**config.mk**
```make
export PLATFORM = sky130hd
export DESIGN_NAME = tiny_dnn_conv_seq
export DESIGN_NICKNAME = d
export VERILOG_FILES = /design/src/rtl/tiny_dnn_conv_seq.sv
export SDC_FILE = /design/constraint.sdc
export NUM_CORES = 1
export LEC_CHECK = 0
export CAP_MARGIN = 10
export CORE_MARGIN = 2
export CORE_UTILIZATION = 35
export CTS_BUF_LIST = sky130_fd_sc_hd__clkbuf_2 sky130_fd_sc_hd__clkbuf_4 sky130_fd_sc_hd__clkbuf_8
export CTS_CLUSTER_DIAMETER = 50
export DETAILED_ROUTE_END_ITERATION = 12
export PLACE_DENSITY_LB_ADDON = 0.25
export SETUP_SLACK_MARGIN = 0.4
export SYNTH_ARGS = -nofsm -noshare
export SYNTH_HDL_FRONTEND = slang
export SYNTH_SLANG_ARGS = --single-unit
```
**constraint.sdc**
```tcl
create_clock -name S_AXI_ACLK -period 24.9 [get_ports S_AXI_ACLK]
set_input_delay 4.98 -clock S_AXI_ACLK [delete_from_list [all_inputs] [get_ports S_AXI_ACLK]]
set_output_delay 4.98 -clock S_AXI_ACLK [all_outputs]
set_load 0.01 [all_outputs]
```
**src/rtl/tiny_dnn_conv_seq.sv**
```systemverilog
// tiny_dnn_conv_seq: walks the conv loop nest and emits input/weight/output buffer addresses with accumulate framing.
// Define TINY_DNN_SEQ_BIAS_EN to add one bias beat ahead of each output pixel.
module tiny_dnn_conv_seq #(
    parameter int AW = 12
) (
    input  logic          S_AXI_ACLK,
    input  logic          S_AXI_ARESETN,
    input  logic          run,
    input  logic          enbias,
    input  logic [3:0]    od,
    input  logic [4:0]    oh,
    input  logic [4:0]    ow,
    input  logic [3:0]    id,
    input  logic [4:0]    kh,
    input  logic [4:0]    kw,
    input  logic [4:0]    iw,
    input  logic [9:0]    is,
    input  logic [9:0]    ks,
    input  logic [9:0]    fs,
    input  logic [9:0]    os,
    output logic          out_valid,
    input  logic          out_ready,
    output logic [AW-1:0] in_addr,
    output logic [AW-1:0] w_addr,
    output logic [AW-1:0] o_addr,
    output logic          first,
    output logic          acc_last,
    output logic          bias,
    output logic          busy,
    output logic          done
);
    // state | meaning
    // IDLE  | waiting for a rising edge of run
    // RUN   | presenting beats, counters advance on each handshake
    // DONE  | one-cycle completion pulse

    typedef enum logic [1:0] {IDLE, RUN, DONE} state_t;

    state_t state, state_n;
    logic   run_q;

    logic [3:0] sh_od, sh_id;
    logic [4:0] sh_oh, sh_ow, sh_kh, sh_kw, sh_iw;
    logic [9:0] sh_is, sh_ks, sh_fs, sh_os;

    logic [4:0] kx, ky, ox, oy, kx_n, ky_n, ox_n, oy_n;
    logic [3:0] ic, oc, ic_n, oc_n;
    logic       bph, nb, bias_start, bias_en, d_bias;

    logic          valid_n, busy_n, done_n, first_n, last_n, bias_n, ld_beat;
    logic [AW-1:0] in_n, w_n, o_n;

    logic       start, zero_dim, seq_end;
    logic [3:0] d_id;
    logic [4:0] d_ow, d_kh, d_kw, d_iw;
    logic [9:0] d_is, d_ks, d_fs, d_os;

    assign start    = (state == IDLE) && run && !run_q;
    assign zero_dim = (od == 4'd0) || (oh == 5'd0) || (ow == 5'd0) ||
                      (id == 4'd0) || (kh == 5'd0) || (kw == 5'd0);
    assign seq_end  = acc_last && (ox == sh_ow - 5'd1) && (oy == sh_oh - 5'd1) &&
                      (oc == sh_od - 4'd1);

    // The first beat is computed in the same cycle the shadows load, so read the live inputs in IDLE.
    assign d_id   = (state == IDLE) ? id : sh_id;
    assign d_ow   = (state == IDLE) ? ow : sh_ow;
    assign d_kh   = (state == IDLE) ? kh : sh_kh;
    assign d_kw   = (state == IDLE) ? kw : sh_kw;
    assign d_iw   = (state == IDLE) ? iw : sh_iw;
    assign d_is   = (state == IDLE) ? is : sh_is;
    assign d_ks   = (state == IDLE) ? ks : sh_ks;
    assign d_fs   = (state == IDLE) ? fs : sh_fs;
    assign d_os   = (state == IDLE) ? os : sh_os;
    assign d_bias = (state == IDLE) ? bias_start : bias_en;

`ifdef TINY_DNN_SEQ_BIAS_EN
    logic sh_bias;

    always_ff @(posedge S_AXI_ACLK) begin
        if (start) sh_bias <= enbias;
        if (!S_AXI_ARESETN) bph <= 1'b0;
        else                bph <= nb;
    end

    assign bias_start = enbias;
    assign bias_en    = sh_bias;
`else
    logic unused_enbias;
    assign unused_enbias = enbias;
    assign bph           = 1'b0;
    assign bias_start    = 1'b0;
    assign bias_en       = 1'b0;
`endif

    always_comb begin
        state_n = state;
        kx_n    = kx;
        ky_n    = ky;
        ic_n    = ic;
        ox_n    = ox;
        oy_n    = oy;
        oc_n    = oc;
        nb      = bph;
        valid_n = out_valid;
        busy_n  = busy;
        done_n  = 1'b0;
        in_n    = in_addr;
        w_n     = w_addr;
        o_n     = o_addr;
        first_n = first;
        last_n  = acc_last;
        bias_n  = bias;
        ld_beat = 1'b0;

        case (state)
            IDLE: begin
                valid_n = 1'b0;
                busy_n  = 1'b0;
                if (start) begin
                    if (zero_dim) begin
                        state_n = DONE;
                        done_n  = 1'b1;
                    end else begin
                        state_n = RUN;
                        kx_n    = 5'd0;
                        ky_n    = 5'd0;
                        ic_n    = 4'd0;
                        ox_n    = 5'd0;
                        oy_n    = 5'd0;
                        oc_n    = 4'd0;
                        nb      = bias_start;
                        valid_n = 1'b1;
                        busy_n  = 1'b1;
                        ld_beat = 1'b1;
                    end
                end
            end
            RUN: begin
                if (!run) begin
                    state_n = IDLE;
                    valid_n = 1'b0;
                    busy_n  = 1'b0;
                end else if (out_valid && out_ready) begin
                    if (bph) begin
                        nb = 1'b0;
                    end else begin
                        kx_n = kx + 5'd1;
                        if (kx == sh_kw - 5'd1) begin
                            kx_n = 5'd0;
                            ky_n = ky + 5'd1;
                            if (ky == sh_kh - 5'd1) begin
                                ky_n = 5'd0;
                                ic_n = ic + 4'd1;
                                if (ic == sh_id - 4'd1) begin
                                    ic_n = 4'd0;
                                    nb   = bias_en;
                                    ox_n = ox + 5'd1;
                                    if (ox == sh_ow - 5'd1) begin
                                        ox_n = 5'd0;
                                        oy_n = oy + 5'd1;
                                        if (oy == sh_oh - 5'd1) begin
                                            oy_n = 5'd0;
                                            oc_n = oc + 4'd1;
                                        end
                                    end
                                end
                            end
                        end
                    end
                    if (seq_end) begin
                        state_n = DONE;
                        valid_n = 1'b0;
                        busy_n  = 1'b0;
                        done_n  = 1'b1;
                    end else begin
                        ld_beat = 1'b1;
                    end
                end
            end
            DONE:    state_n = IDLE;
            default: state_n = IDLE;
        endcase

        if (ld_beat) begin
            in_n    = nb ? '0 :
                      AW'(ic_n) * AW'(d_is) + (AW'(oy_n) + AW'(ky_n)) * AW'(d_iw) +
                      AW'(ox_n) + AW'(kx_n);
            w_n     = nb ? AW'(oc_n) :
                      AW'(oc_n) * AW'(d_fs) + AW'(ic_n) * AW'(d_ks) +
                      AW'(ky_n) * AW'(d_kw) + AW'(kx_n);
            o_n     = AW'(oc_n) * AW'(d_os) + AW'(oy_n) * AW'(d_ow) + AW'(ox_n);
            first_n = nb || (!d_bias && (ic_n == 4'd0) && (ky_n == 5'd0) && (kx_n == 5'd0));
            last_n  = !nb && (ic_n == d_id - 4'd1) && (ky_n == d_kh - 5'd1) &&
                      (kx_n == d_kw - 5'd1);
            bias_n  = nb;
        end
    end

    always_ff @(posedge S_AXI_ACLK) begin
        if (!S_AXI_ARESETN) begin
            state     <= IDLE;
            run_q     <= 1'b0;
            kx        <= 5'd0;
            ky        <= 5'd0;
            ic        <= 4'd0;
            ox        <= 5'd0;
            oy        <= 5'd0;
            oc        <= 4'd0;
            out_valid <= 1'b0;
            busy      <= 1'b0;
            done      <= 1'b0;
            in_addr   <= '0;
            w_addr    <= '0;
            o_addr    <= '0;
            first     <= 1'b0;
            acc_last  <= 1'b0;
            bias      <= 1'b0;
        end else begin
            state     <= state_n;
            run_q     <= run;
            kx        <= kx_n;
            ky        <= ky_n;
            ic        <= ic_n;
            ox        <= ox_n;
            oy        <= oy_n;
            oc        <= oc_n;
            out_valid <= valid_n;
            busy      <= busy_n;
            done      <= done_n;
            in_addr   <= in_n;
            w_addr    <= w_n;
            o_addr    <= o_n;
            first     <= first_n;
            acc_last  <= last_n;
            bias      <= bias_n;
        end
    end

    always_ff @(posedge S_AXI_ACLK) begin
        if (start) begin
            sh_od <= od;
            sh_oh <= oh;
            sh_ow <= ow;
            sh_id <= id;
            sh_kh <= kh;
            sh_kw <= kw;
            sh_iw <= iw;
            sh_is <= is;
            sh_ks <= ks;
            sh_fs <= fs;
            sh_os <= os;
        end
    end

endmodule

```
Yosys cells after proc, flatten, opt, wreduce, memory -nomap -nowiden --
Index checks and enable logic that the tools add are counted.
Word-level totals: register bits 144, output and inout bits 42
Operators by class: add/subtract/negate cells 24, $mul 7, equal/unequal tests 13, multiplexer cells 81, reduce and logical (&&, ||, !) cells 29
Operator list (count):
- 5-bit two-way mux | 32
- 4-bit two-way mux | 17
- 12-bit by 5-bit adder with 12-bit output | 4
- 4-bit by 10-bit multiplier with 12-bit output | 4
- 10-bit two-way mux | 4
- 5-bit one-hot mux with 2 select lines | 4
- 5-bit equality test | 6
- 5-bit zero test | 6
- 5-bit by 1-bit subtractor with 5-bit output (second input constant) | 6
- 12-bit by 10-bit adder with 12-bit output | 2
- 5-bit by 1-bit adder with 5-bit output (second input constant) | 4
- 5-bit by 5-bit multiplier with 10-bit output | 2
- 4-bit one-hot mux with 2 select lines | 2
- 1-bit two-way mux | 13
- 12-bit by 11-bit adder with 12-bit output | 1
- 12-bit adder | 1
- 4-bit equality test | 3
- 4-bit zero test | 3
- 4-bit by 1-bit subtractor with 4-bit output (second input constant) | 3
- 6-bit by 5-bit multiplier with 11-bit output | 1
- 1-bit logical AND | 10
- 2-bit two-way mux | 5
- 4-bit by 1-bit adder with 4-bit output (second input constant) | 2
- 5-bit by 5-bit adder with 6-bit output | 1
- 10 further kinds | 18

Longest topological paths before layout --
Gate-level depths: netlist of run 1.
word-level depth 15, depth in mapped cells 39, depth with buffers taken out 38

Worst setup path after synthesis of run 1 --
OpenSTA, ideal clock, no wires.
path kind input to register, start point input port run, end point register in_addr[11], setup time 0.070 ns, arrival 13.658 ns, data required time 24.830 ns, setup slack 11.172 ns, stages on the path 32, buffers on the path 0, cell sequence nand3b_1 inv_1 nand2_1 a32oi_1 inv_1 ha_1 inv_1 fa_1 inv_1 a21o_1 a21oi_1 xor2_1 nor2_1 fa_1 inv_1 fa_1 inv_1 fa_1 fa_1 inv_1 fa_1 inv_1 ha_1 a21oi_1 o21ai_0 a2111oi_0 nor3_1 a21o_1 a21oi_1 xor2_1 xnor3_1 a21oi_1
Between the ends: word-level cells in the longest chain between the ends 9, elaborated cells between the ends (all ways) 26
Ends and longest elaborated chain:
- from (decl) | RTL line 8 | input logic run,
- 1-bit logical AND (2 in series) | RTL line 58 | assign start = (state == IDLE) && run && !run_q;
- named net start | RTL line 53 | logic start, zero_dim, seq_end;
- 5-bit two-way mux | RTL line 119 | if (start) begin
- 5-bit one-hot mux with 2 select lines | RTL line 115 | case (state)
- named net ky_n[0] | RTL line 46 | logic [4:0] kx, ky, ox, oy, kx_n, ky_n, ox_n, oy_n;
- 5-bit by 5-bit adder with 6-bit output | RTL line 186 | AW'(ic_n) * AW'(d_is) + (AW'(oy_n) + AW'(ky_n)) * AW'(d_iw) +
- 6-bit by 5-bit multiplier with 11-bit output | RTL line 186
- 12-bit by 11-bit adder with 12-bit output | RTL line 186
- 12-bit by 5-bit adder with 12-bit output | RTL line 186
- 12-bit by 5-bit adder with 12-bit output | RTL line 187 | AW'(ox_n) + AW'(kx_n);
- to (signal assigned) | RTL line 230 | in_addr <= in_n;
- to (decl) | RTL line 23 | output logic [AW-1:0] in_addr,
The timed path passes the listed nets, and every way through them passes these cells. A chain may end at the register's enable or synchronous reset.

Worst setup path in the final report of run 1 --
start point input port run, end point register in_addr[11]
Between the ends: word-level cells in the longest chain between the ends 9, elaborated cells between the ends (all ways) 26
Ends and longest elaborated chain (RTL line):
- 1-bit logical AND (2 in series) | 58
- 5-bit two-way mux | 119
- 5-bit one-hot mux with 2 select lines (*) | 115
- named net oy_n[2] | 46
- 5-bit by 5-bit adder with 6-bit output (*) | 186
- 6-bit by 5-bit multiplier with 11-bit output (*) | 186
- 12-bit by 11-bit adder with 12-bit output (*) | 186
- 12-bit by 5-bit adder with 12-bit output (*) | 186
- 12-bit by 5-bit adder with 12-bit output (*) | 187
Mark *: on every way through the listed nets, which the timed path passes. The rest lies on a longest branch.

==> impl_metrics.toml, run 1 <==
[floorplan]
die_area_um2 = 44600
boundaryPins = 120
dieHeight_um = 211
rows = 75
die_w_um = 211
coreArea_um2 = 42100
initial_core_util = 0.357

[cts]
clock_sinks = 144
cts-buffers-inserted = 17
ctsLongestPathBuffers = 2
path_clk_slew_ns = 0.09
ctsResizeCount = 0
cts_htree_levels = 4
postCtsHoldBufs = 0
cts_tree = "done"
post_cts_buffers = 0
cts-root-buf = "clkbuf_8"
clk_latency_ns = 0.53

[yosys]
synth-edff-count = 73
synth_area_leaders = "fa_1 (23%), edfxtp_1 (15%), ha_1 (11%)"
synth_cell_type_count = 70
syn_avg_cell_area_um2 = 9.41
ys_ff_latch = 144
synth.top_cell.area_share = 0.228
synthTopCellsByCount = "inv_1 (254), nand2_1 (185), fa_1 (171)"
post-synth-top-count-cell = "inv_1"
syn_inst = 1598
synth_top_area_cell = "fa_1"
synth_warnings = 0
yosysSeqAreaShare = 0.240
synth_nets = 1979
async_flop_share = 0
synth_ff_type = "edfxtp_1"
syn_area_um2 = 15000

[global_routing]
groute.usage.overall = 0.189
grt_max_degree = 54
antenna_found_initial = 0
grt_remaining_overflow = 0
grt_pass1_wl_mm = 63.9
grt_pass1_vias = 11700

[critical_path]
cp_common_cell = "fa_1"
cp_max_fo = 11
required_ns = 25.35
critPathLaunchType = "input pin"
crit_path_max_incr_delay_ns = 0.65
arrival_ns = 14.20
worst_setup_path_end_kind = "flip-flop"
cp_slowest_cell = "or3_1"
crit_type = "input pin to flip-flop"

[sta]
setup_tns_ns = 0
rsz0062_at_grt = "false"
hold_ws_ns = 0.458
relSlewSlack = 0.275
fmax_mhz = 72.7
worst_slew_pin_slew_ns = 1.08
layout_setup_ws_ns = 11.15
finClkSkew_ns = 0.0230
setup_violations = 0
finalMaxSlewViolations = 0
hold_viol = 0
min_period_ns = 13.75
post-route-period-util = 0.552

[final_layout]
syn2layout_area_growth_pct = 14.7
final_net_count = 2085
n_fill_cell = 4166
fin_util = 0.410
layout.cells.non_filler = 2256
drive_gt1_frac = 0.0676
final_area_um2 = 17300
antenna_cells = 0

[placement]
port_buffers = 117
dpl_worst_slack_ns = 10.65
dp_cells = 2224
place_area_um2 = 16800
dp.final_hpwl_mm = 31.2
gp_congestion = 0.873

[power_and_ir_drop]
total_power_uw = 584
leakage_nw = 7.87
power.density_nw_per_um2 = 33.9
ir_drop_uv = 30.9

[route]
drc_errors = 0
drt_wl_total_mm = 40.1
drtAntennaViolNets = 0
vias = 11300
wl_per_cell_um = 17.8
avgViaCountPerCell = 5.01
drt_iter0_drc = 676
detail_route.first_pass.iterations = 5

[job]
maxCapViolCount = 0

[hold_path]
min_path_type = "flip-flop to flip-flop"

[status]
status = "complete, no violations"
[final cells by class]
| class | count | area [um^2] | area share |
|---|---|---|---|
| Sequential cell | 144 | 3610 | 0.209 |
| Timing Repair Buffer | 138 | 1330 | 0.0770 |
| Tap cell | 539 | 674 | 0.0391 |
| Inverter | 254 | 955 | 0.0553 |
| Clock inverter | 13 | 159 | 0.00921 |
| Clock buffer | 19 | 255 | 0.0148 |
| Multi-Input combinational cell | 1149 | 10300 | 0.595 |
[report_power, final]
group,switching (mW),internal [mW]
sequential,0.00571,0.261
clock,0.104,0.103
combinational,0.0663,0.0447
[kinds of logic after synthesis]
group	after synthesis	synth area share
AO/OA/AOI/OAI	170	0.0711
XOR/XNOR	100	0.0628
adder cells (fa/ha/maj)	303	0.337
buffers and inverters	305	0.0777
flip-flops	144	0.240
multiplexers	78	0.0561
other	1	0.000249
AND/OR/NAND/NOR	497	0.154
[metal layers]
| metal | vias to the layer above | global-route usage | share of wire |
|---|---|---|---|
| li1 | 5391 | - | - |
| met1 | 5640 | 0.253 | 0.45 |
| met2 | 242 | 0.315 | 0.48 |
| met3 | 40 | 0.0337 | 0.049 |
| met4 | 0 | 0.0517 | 0.019 |
| met5 | - | 0 | 0 |
[flip-flops by register name, summed over array words and instances (netlist names), 10 cells and up]
register	flops
in_addr	12
o_addr	12
w_addr	12
sh_fs	10
sh_is	10
sh_ks	10
sh_os	10
[path summary, 6_finish.rpt]
check | cells past startpoint | from | end | slack (ns)
min reg2reg | 2 | o_addr[5] | o_addr[5] | 0.46
min | 2 | o_addr[5] | o_addr[5] | 0.46
max reg2reg | 34 | sh_kh[0] | in_addr[11] | 15.04
max | 31 | run | in_addr[11] | 11.15
[worst max-delay path: cells and delay by family]
kind                     cells  cell delay (ns)
XOR/XNOR                     3             0.99
AND/OR/NAND/NOR              7             2.17
AO/OA/AOI/OAI                9             2.14
adder cells (fa/ha/maj)      7             3.09
buffers and inverters        5             0.81
[cells in the final DEF, fill, tap and decap left out, types with 6 or more instances in the layout]
| cell | instances |
|---|---|
| a21oi_1 | 67 |
| xnor2_1 | 68 |
| edfxtp_1 | 73 |
| mux2_2 | 40 |
| nand2_1 | 185 |
| nor3_1 | 21 |
| a21o_1 | 12 |
| or4_1 | 10 |
| mux2i_1 | 37 |
| or2_2 | 8 |
| nand3_1 | 19 |
| o21bai_1 | 9 |
| nand2b_1 | 6 |
| buf_4 | 21 |
| clkbuf_8 | 18 |
| inv_1 | 252 |
| nor2_1 | 135 |
| ha_1 | 132 |
| nand4_1 | 12 |
| clkdlybuf4s50_1 | 117 |
| nor2b_1 | 19 |
| xor2_1 | 27 |
| o21ai_0 | 28 |
| nor4_1 | 9 |
| and2_1 | 44 |
| or3_1 | 6 |
| fa_1 | 171 |
| dfxtp_1 | 71 |
Power figures use the tool's default switching activity.
==> run 2, diff against run 1 <==
Clock period 24.9 ns to 14.2 ns, I/O delays scaled along.
==> run 2 against run 1 <==
Effect of this change:
- worst hold slack got worse by 0.00067 ns
- flip-flop and latch count unchanged
- largest cell class unchanged
- register-to-register slack got worse by 11 ns
- critical path type unchanged
- via count decreased by 0.15%
- design area about the same
- clock power increased by 71%
- wire length decreased by 1.7%
==> impl_metrics.toml, run 2 (synthesis gave the netlist of run 1 again) <==
[status]
status = "complete, no violations"

[floorplan]
coreArea_um2 = 42100
dieHeight_um = 211
rows = 75
initial_core_util = 0.357
die_area_um2 = 44600
die_w_um = 211
boundaryPins = 120

[job]
maxCapViolCount = 0

[critical_path]
crit_path_max_incr_delay_ns = 0.65
cp_common_cell = "fa_1"
cp_max_fo = 11
worst_setup_path_end_kind = "flip-flop"
cp_slowest_cell = "or3_1"
crit_type = "input pin to flip-flop"
arrival_ns = 12.00
critPathLaunchType = "input pin"
required_ns = 14.65

[placement]
place_area_um2 = 16900
gp_congestion = 0.882
port_buffers = 117
dp_cells = 2226
dpl_worst_slack_ns = 2.17
dp.final_hpwl_mm = 31.0

[power_and_ir_drop]
ir_drop_uv = 55.0
total_power_mw = 1.01
seq_power_share = 0.461
p_int_uw = 711
swShare = 0.299
power.density_nw_per_um2 = 58.7
pwr-share-clk = 0.349
leakage_nw = 7.87
pwr-share-comb = 0.190
netSwitchingPower_uw = 303

[global_routing]
grt_pass1_vias = 11700
grt_pass1_wl_mm = 63.6
antenna_found_initial = 0
grt_max_degree = 76
grt_remaining_overflow = 0
groute.usage.overall = 0.187

[route]
drt_iter0_drc = 724
drtAntennaViolNets = 0
avgViaCountPerCell = 5.00
wl_per_cell_um = 17.5
drt_wl_total_mm = 39.4
drc_errors = 0
vias = 11300
detail_route.first_pass.iterations = 5

[sta]
hold_ws_ns = 0.457
setup_tns_ns = 0
rsz0062_at_grt = "false"
finClkSkew_ns = 0.0253
post-route-period-util = 0.813
fmax_mhz = 86.6
setup_violations = 0
hold_viol = 0
worst_slew_pin_slew_ns = 1.17
min_period_ns = 11.55
finalMaxSlewViolations = 0
layout_setup_ws_ns = 2.65
relSlewSlack = 0.221

[final_layout]
syn2layout_area_growth_pct = 14.8
n_fill_cell = 4136
layout.cells.non_filler = 2258
final_net_count = 2087
drive_gt1_frac = 0.0686
final_area_um2 = 17300
fin_util = 0.410
reg_top3 = "in_addr: 12 flops, o_addr: 12 flops, w_addr: 12 flops"
final_common_cell = "inv_1"
final_cell_mix = "inv_1 (252), nand2_1 (185), fa_1 (171)"
multi_input_comb_area_um2 = 10300
antenna_cells = 0
seqCellArea_um2 = 3610

[cts]
cts-root-buf = "clkbuf_8"
postCtsHoldBufs = 0
cts_htree_levels = 4
cts-buffers-inserted = 17
ctsResizeCount = 0
post_cts_buffers = 0
clock_sinks = 144
ctsLongestPathBuffers = 2
clk_latency_ns = 0.53
path_clk_slew_ns = 0.09
cts_tree = "done"

[hold_path]
min_path_type = "flip-flop to flip-flop"
## run 2: final timing paths
check / cells past startpoint / end / startpoint / slack (ns)
worst max-delay path: 31 / in_addr[11] / run / 2.65
worst min register to register: 2 / o_addr[1] / o_addr[1] / 0.46
worst min-delay path: 2 / o_addr[1] / o_addr[1] / 0.46
worst max register to register: 34 / in_addr[11] / sh_kh[0] / 4.38
## run 2: area by class of cell
cell class / instances / share of cell area
Timing Repair Buffer: 140 / 0.0778
Inverter: 254 / 0.0553
Clock buffer: 18 / 0.0140
Sequential cell: 144 / 0.209
Tap cell: 539 / 0.0391
Clock inverter: 14 / 0.00950
Multi-Input combinational cell: 1149 / 0.595
## run 2: routing by layer
| layer | vias to the layer above | share of wire | global-route usage |
|---|---|---|---|
| li1 | 5409 | - | - |
| met1 | 5600 | 0.46 | 0.250 |
| met2 | 243 | 0.48 | 0.308 |
| met3 | 44 | 0.039 | 0.0339 |
| met4 | 0 | 0.022 | 0.0573 |
| met5 | - | 0 | 0 |
## run 2: worst max-delay path: cells and delay by family
kind | cells | cell delay (ns)
AOI/OAI and AO/OA | 9 | 2.14
xor gates and xnor gates | 3 | 1.00
adders and majority gates | 7 | 3.10
buffers and inverters | 5 | 0.77
and+or+nand+nor | 7 | 2.14
## run 2: power groups by stage
stage / registers, mW / logic [mW] / clock network, mW
5_1_grt: 0.470 / 0.210 / 0.381
2_1_floorplan: 0.475 / 0.116 / 0
3_3_place_gp: 0.477 / 0.191 / 0
3_5_place_dp: 0.477 / 0.193 / 0
4_1_cts: 0.468 / 0.194 / 0.367
6_report: 0.468 / 0.193 / 0.354
